$ cat src/rtl/receiver_uart.sv
// receiver_uart -- 8N1 serial receiver with a small output FIFO.
//
// The asynchronous line is double-flopped. Every start edge is confirmed at
// mid-bit, and each data bit is sampled at the centre of its bit cell.
// Received bytes are pushed into a FIFO. A byte is popped on any cycle where
// o_valid and i_ready are both high.
//
// Ports
//   i_clk        system clock; all state changes on its rising edge
//   i_reset      synchronous, active-high reset
//   i_uart_rx    asynchronous serial input (idles high, LSB first)
//   o_data       oldest buffered byte; forced to 8'h00 while o_valid = 0
//   o_valid      FIFO holds at least one byte
//   i_ready      consumer accepts o_data this cycle
//   o_frame_err  one-cycle pulse when the stop bit is sampled low
//   o_overrun    one-cycle pulse when a received byte is dropped (FIFO full)
//
// state    | meaning
// ---------+--------------------------------------------------------------
// st_idle  | line idle, waiting for rx_s = 0
// st_start | timing half a bit to confirm the start bit
// st_data  | sampling the 8 data bits at mid-bit
// st_stop  | sampling the stop bit; push on high, frame error on low
// st_break | line held low after a framing error; wait for it to go high

module receiver_uart #(
    parameter int clk_freq_hz = 100000000,
    parameter int baud_rate   = 1000000,
    parameter int fifo_depth  = 4
) (
    input  logic       i_clk,
    input  logic       i_reset,
    input  logic       i_uart_rx,
    output logic [7:0] o_data,
    output logic       o_valid,
    input  logic       i_ready,
    output logic       o_frame_err,
    output logic       o_overrun
);

    localparam int cpb   = clk_freq_hz / baud_rate;
    localparam int tmr_w = $clog2(cpb);
    localparam int ptr_w = $clog2(fifo_depth);

    localparam logic [tmr_w-1:0] tmr_half = tmr_w'(cpb / 2 - 1);
    localparam logic [tmr_w-1:0] tmr_full = tmr_w'(cpb - 1);
    localparam logic [tmr_w-1:0] tmr_one  = tmr_w'(1);
    localparam logic [ptr_w:0]   ptr_one  = (ptr_w + 1)'(1);

    localparam logic [2:0] st_idle  = 3'd0;
    localparam logic [2:0] st_start = 3'd1;
    localparam logic [2:0] st_data  = 3'd2;
    localparam logic [2:0] st_stop  = 3'd3;
    localparam logic [2:0] st_break = 3'd4;

    if (cpb < 4) begin : g_bad_cpb
        $error("receiver_uart: clk_freq_hz / baud_rate must be at least 4");
    end

    if ((fifo_depth < 2) || ((fifo_depth & (fifo_depth - 1)) != 0)) begin : g_bad_depth
        $error("receiver_uart: fifo_depth must be a power of two, at least 2");
    end

    logic             rx_meta;
    logic             rx_s;
    logic [2:0]       state;
    logic [tmr_w-1:0] timer;
    logic [2:0]       bit_idx;
    logic [7:0]       shift_reg;
    logic             frame_err_q;
    logic             overrun_q;

    logic [7:0]       mem [fifo_depth];
    logic [ptr_w:0]   wr_ptr;
    logic [ptr_w:0]   rd_ptr;

    logic tick;
    logic push;
    logic pop;
    logic wr_en;
    logic fifo_empty;
    logic fifo_full;

    assign tick       = (timer == '0);
    assign push       = (state == st_stop) && tick && rx_s;
    // The extra pointer MSB tells full from empty when the index bits match.
    assign fifo_empty = (wr_ptr == rd_ptr);
    assign fifo_full  = (wr_ptr[ptr_w] != rd_ptr[ptr_w]) &&
                        (wr_ptr[ptr_w-1:0] == rd_ptr[ptr_w-1:0]);
    assign pop        = o_valid && i_ready;
    // When the FIFO is full, a pop in the same cycle frees the slot being written.
    assign wr_en      = push && (!fifo_full || pop);

    // Both flops reset high, so a reset never looks like a start edge.
    always_ff @(posedge i_clk) begin
        if (i_reset) begin
            rx_meta <= 1'b1;
            rx_s    <= 1'b1;
        end else begin
            rx_meta <= i_uart_rx;
            rx_s    <= rx_meta;
        end
    end

    always_ff @(posedge i_clk) begin
        if (i_reset) begin
            state       <= st_idle;
            timer       <= '0;
            bit_idx     <= '0;
            shift_reg   <= '0;
            frame_err_q <= 1'b0;
        end else begin
            frame_err_q <= 1'b0;
            case (state)
                st_idle: begin
                    if (!rx_s) begin
                        state <= st_start;
                        timer <= tmr_half;
                    end
                end
                st_start: begin
                    if (tick) begin
                        if (!rx_s) begin
                            state   <= st_data;
                            timer   <= tmr_full;
                            bit_idx <= '0;
                        end else begin
                            state <= st_idle;
                        end
                    end else begin
                        timer <= timer - tmr_one;
                    end
                end
                st_data: begin
                    if (tick) begin
                        shift_reg <= {rx_s, shift_reg[7:1]};
                        timer     <= tmr_full;
                        if (bit_idx == 3'd7) begin
                            state <= st_stop;
                        end else begin
                            bit_idx <= bit_idx + 3'd1;
                        end
                    end else begin
                        timer <= timer - tmr_one;
                    end
                end
                st_stop: begin
                    if (tick) begin
                        if (rx_s) begin
                            state <= st_idle;
                        end else begin
                            frame_err_q <= 1'b1;
                            state       <= st_break;
                        end
                    end else begin
                        timer <= timer - tmr_one;
                    end
                end
                st_break: begin
                    if (rx_s) begin
                        state <= st_idle;
                    end
                end
                default: state <= st_idle;
            endcase
        end
    end

    // Storage has no reset; emptiness is tracked by the pointers alone.
    always_ff @(posedge i_clk) begin
        if (wr_en) begin
            mem[wr_ptr[ptr_w-1:0]] <= shift_reg;
        end
    end

    always_ff @(posedge i_clk) begin
        if (i_reset) begin
            wr_ptr    <= '0;
            rd_ptr    <= '0;
            overrun_q <= 1'b0;
        end else begin
            overrun_q <= push && fifo_full && !pop;
            if (wr_en) begin
                wr_ptr <= wr_ptr + ptr_one;
            end
            if (pop) begin
                rd_ptr <= rd_ptr + ptr_one;
            end
        end
    end

    assign o_valid     = !fifo_empty;
    assign o_data      = o_valid ? mem[rd_ptr[ptr_w-1:0]] : 8'h00;
    assign o_frame_err = frame_err_q;
    assign o_overrun   = overrun_q;

endmodule

$ cat config.mk
export PLATFORM = sky130hd
export DESIGN_NAME = receiver_uart
export DESIGN_NICKNAME = d
export VERILOG_FILES = /design/src/rtl/receiver_uart.sv
export SDC_FILE = /design/constraint.sdc
export NUM_CORES = 1
export LEC_CHECK = 0
export ABC_AREA = 1
export BUFFER_PORTS_ARGS = -buffer_cell sky130_fd_sc_hd__clkbuf_2
export CORE_ASPECT_RATIO = 1.2
export CORE_MARGIN = 10
export CORE_UTILIZATION = 54
export DETAILED_ROUTE_END_ITERATION = 8
export HOLD_SLACK_MARGIN = 0.06
export PLACE_DENSITY = 0.71
export REMOVE_ABC_BUFFERS = 1
export SLEW_MARGIN = 0
export SYNTH_ARGS = -nofsm -noshare
export SYNTH_HDL_FRONTEND = slang
export SYNTH_SLANG_ARGS = --single-unit
$ cat constraint.sdc
create_clock -name i_clk -period 2.05 [get_ports i_clk]
set_clock_uncertainty 0.1 [all_clocks]
set_input_delay 0.41 -clock i_clk [delete_from_list [all_inputs] [get_ports i_clk]]
set_output_delay 0.41 -clock i_clk [all_outputs]
set_load 0.005 [all_outputs]
==> results of run 1 <==
[placed cells by master (no fill, tap or decap), drive strengths merged]
cell	netlist	routed
o32ai	8	8
nand4	2	2
o21ai	29	29
nand3	11	11
clkbuf	3	25
clkinv	0	3
clkinvlp	0	3
buf	5	10
edfxtp	32	32
ha	9	9
xnor2	2	2
nor3	2	2
xor2	4	4
nand2	54	55
dfxtp	33	33
nor2	91	91
bufinv	0	1
inv	36	35
o21bai	2	2
a21oi	7	7
or2	2	2
[path summary, 6_finish.rpt]
kind	cells after the start	endpoint	start	slack, ps
max	6	o_data[3]	rd_ptr[0]$_SDFFE_PP0P_	80
max reg2reg	9	mem[2][2]$_DFFE_PP_	timer[0]$_SDFFE_PP0P_	180
min reg2reg	1	rx_s$_SDFF_PP1_	rx_meta$_SDFF_PP1_	310
min	2	rx_meta$_SDFF_PP1_	i_uart_rx	150
[cell families (layout without fill, tap and decap cells)]
family / after synthesis / after routing / synth area share [%]
and+or+nand+nor: 162 / 163 / 24.1
DFF: 65 / 65 / 54.8
AOI/OAI and AO/OA: 46 / 46 / 9.34
buffers and inverters: 44 / 77 / 6.13
adders and majority gates: 9 / 9 / 3.81
xor gates and xnor gates: 6 / 6 / 1.78
[through the flow]
stage               setup TNS [ps]  area (µm²)  power, W  instances  hold slack (ps)
global route                 -54.6        3400   0.00517        428              153
global placement                 0        3120   0.00358        408              294
detailed placement               0        3120   0.00361        408              296
floorplan                        0        2920   0.00313        324              289
finish                           0        3400   0.00479        428              155
CTS                              0        3320   0.00466        424              144
[critical path, stage by stage (launching register included)]
cell	delay (ps)
dfxtp_2	350
xor2_1	180
nor2_2	240
nand2_4	120
nand2_1	90
inv_1	40
clkbuf_2	100
[metal layers]
metal	part of all wire (%)	vias to the layer above	global-route usage (%)
li1	-	1144	-
met1	41	990	13.9
met2	53	44	22.4
met3	4.8	9	3.48
met4	1.4	0	6.51
met5	0	-	0
[Yosys cell counts (6+ instances only)]
cell type and count:
nor2_1 81, nand2_1 47, inv_1 34, dfxtp_1 33, edfxtp_1 32, o21ai_0 26, nand3_1 10, ha_1 9
o32ai_1 8, a21oi_1 6, nand2_2 6, nor2_2 6
[layout make-up]
class / count / area [µm²]
repair inverters: 1 / 7.51
multi-input cells: 224 / 1200
clock inverters: 5 / 56.3
inverters: 36 / 141
well taps: 62 / 77.6
clock buffers: 11 / 131
fillers: 446 / 1900
repair buffers: 24 / 153
flip-flops and latches: 65 / 1630
[power groups by stage]
stage | Combinational (W) | Sequential, W | Clock, W
after CTS | 0.00181 | 0.00179 | 0.00106
final | 0.00194 | 0.00181 | 0.00103
after detailed placement | 0.00179 | 0.00181 | 0
after floorplan | 0.00135 | 0.00178 | 0
after global routing | 0.00221 | 0.00184 | 0.00112
after global placement | 0.00177 | 0.00181 | 0
[what timing repair did]
action | 4_1_cts | 5_1_grt
setup buffers | 0 | 2
hold buffers | 0 | 0
gates cloned | 0 | 2
pin swaps | 0 | 2
endpoints found under the setup margin | 8 | 8
resized for setup | 2 | 17
==> impl_metrics.csv, run 1 <==
group,metric,value,unit
pwr,pwr-share-seq,37.9,%
setup_path,worst-setup-path-type,"flip-flop to output pin",
route,firstDrtPassIters,4,
route,drc,0,
pwr,p_clk_share,21.6,%
finish,nets,374,
route,vias_per_cell,5.11,
clock_tree,cts_tree,"yes",
place,pre_cts_ws,187,ps
die,dieArea,8850,µm²
synthesis,ys_ff_latch,65,
route,antenna_left,0,
synthesis,syn_area_per_cell,8.91,µm²
synthesis,yosysTopAreaCell,"edfxtp_1",
pwr,power_density,1410,nW/µm²
synthesis,synth_edf_count,32,
synthesis,synthTopCellsByArea,"edfxtp_1, dfxtp_1, nor2_1, nand2_1, o21ai_0",
synthesis,synth_cell_types,31,
timing,max_slew_margin,75.8,%
setup_path,start_kind,"flip-flop",
route,wl_per_cell,13.1,µm
setup_path,cp.required,1540,ps
global_routing,antenna_found_initial,0,
synthesis,async_flop_share,0,%
pwr,ir_worst_vdd,0.991,mV
die,die_w,87.6,µm
job,drv_cap,0,
timing,fmax,0.507,GHz
synthesis,seq_area_frac_synth,54.8,%
setup_path,crit_fanout,6,
clock_tree,root_buffer,"clkbuf_8",
setup_path,worstPathArrival,1460,ps
pwr,switching_share,39.6,%
finish,drive_above_1_share,21.0,%
die,io_pins,15,
synthesis,synthesis.area,2960,µm²
die,design.core.area,5300,µm²
route,vias,2187,
status,status,"complete, no violations",
place,dpl.hpwl,3940,µm
timing,setup-violations-final,0,
timing,period_minus_slack,1970,ps
route,drt_iter0_markers,126,
synthesis,netlist_instances,332,
global_routing,grt_overflow,0,
finish,diodes,0,
place,place.gp.congestion,0.831,
timing,period_share,96.1,%
pwr,p_leak,1.51,nW
clock_tree,clockBufferDepth,2,
die,rows,29,
timing,finalWorstSetupSlack,79.0,ps
pwr,p_switching,0.00190,W
place,io_buffers,14,
clock_tree,clk_pin_slew,70,ps
min_path,hold_path_class,"input port to flip-flop",
clock_tree,insertion_delay,340,ps
setup_path,critPathCaptureType,"output pin",
timing,maxSlewViolCount,0,
timing,rsz0062_at_grt,"yes",
synthesis,synth_top_cell_area_share,32.5,%
global_routing,grt_pass1_wl,9100,µm
global_routing,grt_pass1_vias,2039,
global_routing,grt_start_max_net_pins,17,
synthesis,synth_ff_type,"dfxtp_1",
pwr,combPwrFrac,40.6,%
timing,final_hold_viol_count,0,
pwr,p_int,0.00289,W
clock_tree,htree_levels,3,
finish,layout-area-overhead-vs-synth,14.9,%
clock_tree,cts_made_buffers,9,
global_routing,grt_usage,12.9,%
finish,post-route-util,64.2,%
route,drt_wl_total,5610,µm
die,fp.dieH,101,µm
die,initial_core_util,55.9,%
synthesis,ys_warn_count,0,
clock_tree,clock-sinks,65,
finish,largest_reg_flops,32,
timing,max_slew.worst_pin.slew,361,ps
(Power assumes the default switching activity.)
==> run 2, diff against run 1 <==
--- a/config.mk
+++ b/config.mk
@@ -11,9 +11,9 @@
 export CORE_MARGIN = 10
 export CORE_UTILIZATION = 54
 export DETAILED_ROUTE_END_ITERATION = 8
+export GPL_TIMING_DRIVEN = 0
 export HOLD_SLACK_MARGIN = 0.06
 export PLACE_DENSITY = 0.71
-export REMOVE_ABC_BUFFERS = 1
 export SLEW_MARGIN = 0
 export SYNTH_ARGS = -nofsm -noshare
 export SYNTH_HDL_FRONTEND = slang
==> impl_metrics.csv, run 2 (synthesis gave the netlist of run 1 again) <==
group,metric,value,unit
global_routing,grt_overflow,0,
clock_tree,clk_pin_slew,70,ps
pwr,combPwrFrac,40.4,%
place,dpl.hpwl,4020,µm
global_routing,grt_pass1_wl,10000,µm
setup_path,worst-setup-path-type,"flip-flop to output pin",
route,firstDrtPassIters,4,
global_routing,grt_usage,14.7,%
finish,stdcell_count,434,
finish,design_area,3570,µm²
timing,whs,155,ps
synthesis,syn_nets,345,
place,place.gp.congestion,0.905,
clock_tree,htree_levels,3,
clock_tree,cts_made_buffers,9,
route,drt_wl_total,6060,µm
status,violations,"negative setup slack",
place,dp.cells,407,
timing,final_hold_viol_count,0,
place,placed_area,3100,µm²
clock_tree,clock-sinks,65,
timing,period_share,100,%
clock_tree,insertion_delay,330,ps
finish,nets,380,
finish,final_cell_mix,"nor2_1, nand2_1, inv_1, edfxtp_1, dfxtp_1",
pwr,power.total,0.00515,W
clock_tree,root_buffer,"clkbuf_8",
finish,drive_above_1_share,22.3,%
timing,fmax,0.486,GHz
die,dieArea,8850,µm²
setup_path,cp.required,1540,ps
die,rows,29,
finish,layout-area-overhead-vs-synth,20.7,%
pwr,power_density,1440,nW/µm²
pwr,p_clk_share,24.6,%
status,status,"finished, violations left",
route,drt_iter0_markers,79,
timing,maxSlewViolCount,0,
setup_path,critPathCaptureType,"output pin",
route,antenna_left,0,
clock_tree,cts_hold_buf,0,
global_routing,grt_start_max_net_pins,12,
route,vias,2250,
die,die_w,87.6,µm
timing,setup-violations-final,1,
die,initial_core_util,55.9,%
die,design.core.area,5300,µm²
timing,max_slew_margin,68.9,%
place,io_buffers,13,
min_path,hold_path_class,"input port to flip-flop",
pwr,p_int,0.00322,W
global_routing,grt_pass1_vias,2164,
min_path,holdPathStages,2,
finish,largest_reg_flops,32,
clock_tree,cts_tree,"yes",
global_routing,antenna_found_initial,0,
timing,finalWorstSetupSlack,-9.47,ps
clock_tree,clockBufferDepth,2,
setup_path,worstPathArrival,1550,ps
pwr,p_switching,0.00193,W
pwr,p_leak,1.57,nW
setup_path,ff2ff_path_depth,9,
job,drv_cap,0,
timing,period_minus_slack,2060,ps
timing,rsz0062_at_grt,"yes",
finish,diodes,0,
timing,max_slew.worst_pin.slew,467,ps
die,fp.dieH,101,µm
die,io_pins,15,
setup_path,start_kind,"flip-flop",
route,wl_per_cell,14.0,µm
route,drc,0,
pwr,pwr-share-seq,35.0,%
route,vias_per_cell,5.18,
pwr,ir_worst_vdd,1.08,mV
setup_path,crit_fanout,8,
pwr,switching_share,37.5,%
finish,final_common_cell,"nor2_1",
## run 2: path summary, 6_finish.rpt
kind                                             from                  end  slack [ps]
worst min register to register     rx_meta$_SDFF_PP1_      rx_s$_SDFF_PP1_         320
worst min-delay path                        i_uart_rx   rx_meta$_SDFF_PP1_         160
worst max register to register  timer[0]$_SDFFE_PP0P_  mem[0][7]$_DFFE_PP_          90
worst max-delay path                        flip-flop            o_data[2]          -9
## run 2: critical path: stages (launching register included)
cell        delay (ps)
dfxtp_1            310
buf_6              130
clkinvlp_4         100
buf_4              140
nor2_1              40
o32ai_1            210
nand2_1            110
inv_1               80
clkbuf_2           110
## run 2: layout make-up
type	instances	area, µm²
Inverter	36	145
Clock inverter	6	106
Tap cell	62	77.6
Multi-Input combinational cell	223	1210
Sequential cell	65	1630
Timing Repair Buffer	24	185
Buffer	8	85.1
Clock buffer	10	128
Fill cell	427	1730
## run 2: per-stage QoR
| stage | setup WS [ps] | util (%) | TNS, ps |
|---|---|---|---|
| 4_1_cts | 2.73 | 65.9 | 0 |
| 3_3_place_gp | -380 | 58.5 | -8700 |
| 5_1_grt | -75.2 | 67.4 | -504 |
| 2_1_floorplan | 22.0 | - | 0 |
| 3_5_place_dp | -402 | 58.5 | -9630 |
| 6_report | -9.47 | 67.4 | -9.47 |
## run 2: what timing repair did
action | in CTS | in global routing
setup endpoints to repair | 40 | 18
buffers inserted | 5 | 5
pin swaps | 4 | 4
gates cloned | 1 | 0
resized for setup | 23 | 11
## run 2: power by group through the flow
stage	combinational [W]	sequential [W]	clock (W)
4_1_cts	0.00200	0.00179	0.00129
6_report	0.00208	0.00180	0.00127
5_1_grt	0.00234	0.00183	0.00135
2_1_floorplan	0.00142	0.00175	0
3_5_place_dp	0.00182	0.00181	0
3_3_place_gp	0.00177	0.00180	0
## run 2: metal layers
layer  GRT usage, %  up-vias  share of wire [%]  wire length [µm]
li1               -     1155                  -                 -
met1           14.2     1051                 41              2500
met2           27.1       35                 53              3210
met3           4.53        9                3.9               238
met4           7.00        0                1.9               113
met5              0        -                  0                 0
==> run 3, diff against run 2 <==
--- a/config.mk
+++ b/config.mk
@@ -9,12 +9,12 @@
 export BUFFER_PORTS_ARGS = -buffer_cell sky130_fd_sc_hd__clkbuf_2
 export CORE_ASPECT_RATIO = 1.2
 export CORE_MARGIN = 10
-export CORE_UTILIZATION = 54
+export CORE_UTILIZATION = 59
 export DETAILED_ROUTE_END_ITERATION = 8
 export GPL_TIMING_DRIVEN = 0
 export HOLD_SLACK_MARGIN = 0.06
-export PLACE_DENSITY = 0.71
-export SLEW_MARGIN = 0
+export MAX_ROUTING_LAYER = met4
+export PLACE_DENSITY = 0.74
 export SYNTH_ARGS = -nofsm -noshare
 export SYNTH_HDL_FRONTEND = slang
 export SYNTH_SLANG_ARGS = --single-unit
==> constraint.sdc (replaced) <==
create_clock -name i_clk -period 2.44 [get_ports i_clk]
set_clock_uncertainty 0.1 [all_clocks]
set_input_delay 0.488 -clock i_clk [delete_from_list [all_inputs] [get_ports i_clk]]
set_output_delay 0.488 -clock i_clk [all_outputs]
set_load 0.005 [all_outputs]
==> impl_metrics.csv, run 3 (synthesis gave the netlist of run 1 again) <==
group,metric,value,unit
setup_path,start_kind,"flip-flop",
route,drt_iter0_markers,135,
die,fp.dieH,97.6,µm
die,dieArea,8260,µm²
place,pre_cts_ws,-14.9,ps
setup_path,critPathCaptureType,"flip-flop",
clock_tree,root_buffer,"clkbuf_8",
min_path,hold_path_class,"input port to flip-flop",
global_routing,grt_pass1_vias,2224,
clock_tree,cts_hold_buf,0,
global_routing,grt_start_max_net_pins,13,
clock_tree,cts_made_buffers,9,
global_routing,grt_pass1_wl,9890,µm
synthesis,syn_nets,345,
clock_tree,htree_levels,3,
route,firstDrtPassIters,4,
die,io_pins,15,
route,drt_wl_total,5540,µm
die,rows,28,
route,wl_met2,2890,µm
timing,fmax,0.444,GHz
pwr,ir_worst_vdd,0.796,mV
timing,max_slew.worst_pin.slew,515,ps
place,dpl.hpwl,3970,µm
pwr,power_density,1200,nW/µm²
finish,final_cell_mix,"nor2_1, nand2_1, inv_1, dfxtp_1, edfxtp_1",
clock_tree,insertion_delay,330,ps
clock_tree,clock-sinks,65,
setup_path,worst-setup-path-type,"flip-flop to flip-flop",
timing,maxSlewViolCount,0,
finish,diodes,0,
die,design.core.area,4900,µm²
pwr,p_leak,1.48,nW
die,die_w,84.7,µm
route,vias,2173,
timing,period_minus_slack,2250,ps
global_routing,grt_overflow,0,
route,wl_met1,2440,µm
timing,finalWorstSetupSlack,186,ps
place,place.gp.congestion,0.892,
global_routing,antenna_found_initial,0,
timing,period_share,92.4,%
finish,layout-area-overhead-vs-synth,12.6,%
finish,nets,369,
timing,rsz0062_at_grt,"yes",
route,top_layer_used,"met4",
global_routing,grt_usage,14.7,%
timing,final_hold_viol_count,0,
route,antenna_left,0,
clock_tree,clk_pin_slew,70,ps
finish,largest_reg_flops,32,
job,drv_cap,0,
route,met3_length,172,µm
setup_path,crit_fanout,8,
finish,drive_above_1_share,17.5,%
finish,final_common_cell,"nor2_1",
setup_path,cp.required,2310,ps
route,wl_per_cell,13.2,µm
finish,fillers,401,
finish,post-route-util,68.0,%
clock_tree,clockBufferDepth,2,
clock_tree,cts_tree,"yes",
timing,whs,236,ps
route,vias_per_cell,5.16,
setup_path,worstPathArrival,2120,ps
route,drc,0,
die,initial_core_util,60.3,%
timing,max_slew_margin,65.7,%
timing,setup-violations-final,0,
place,io_buffers,13,
status,status,"complete, no violations",
==> run 3: metal layers <==
layer  track usage, %  up-vias
met2             25.6       35
met4             5.33        0
met1             15.5     1004
met3             4.03        4
met5                -        -
li1                 -     1130
==> run 3: metrics by stage <==
| stage | TNS (ps) | power (W) | cells | area [µm²] |
|---|---|---|---|---|
| 3_3_place_gp | 0 | 0.00300 | 405 | 3100 |
| 2_1_floorplan | 0 | 0.00266 | 332 | 2960 |
| 5_1_grt | -16.3 | 0.00435 | 421 | 3330 |
| 3_5_place_dp | -115 | 0.00304 | 405 | 3100 |
| 6_report | 0 | 0.00401 | 421 | 3330 |
| 4_1_cts | -656 | 0.00404 | 421 | 3320 |
==> run 3: cell type report <==
cell class              instances  area [µm²]  area share [%]
clock buffers                  10         128            3.83
inverters                      36         141            4.24
clock inverters                 6        92.6            2.78
flip-flops and latches         65        1620            48.6
plain buffers                   8        46.3            1.39
well taps                      60        75.1            2.25
repair buffers                 13        65.1            1.95
multi-input cells             223        1160            34.9
==> run 3: worst paths after layout <==
check                        start             endpoint  slack [ps]  cells after the start
max          timer[0]$_SDFFE_PP0P_  mem[1][4]$_DFFE_PP_         190                      8
min                      i_uart_rx   rx_meta$_SDFF_PP1_         240                      2
max reg2reg  timer[0]$_SDFFE_PP0P_  mem[1][4]$_DFFE_PP_         190                      8
min reg2reg     rx_meta$_SDFF_PP1_      rx_s$_SDFF_PP1_         310                      1
==> run 3: report_power, final <==
group          switching (W)  internal (W)  leakage [nW]
Sequential          0.000177       0.00132         0.567
Combinational       0.000977      0.000553         0.807
Clock               0.000406      0.000579         0.103
Total                0.00156       0.00245          1.48
==> run 3: critical path: stages (launching register included) <==
cell and delay, ps:
dfxtp_1 330, inv_1 110, ha_1 190, inv_1 50
nor2_1 170, nand3_4 180, nor2_2 200, nand2_2 140
nor2_2 430
==> run 3: timing repair <==
| item | 4_1_cts | 5_1_grt |
|---|---|---|
| gates resized for setup | 0 | 8 |
| endpoints found under the setup margin | 16 | 32 |
| endpoints found under the hold margin | 0 | 0 |
| buffers inserted | 0 | 0 |
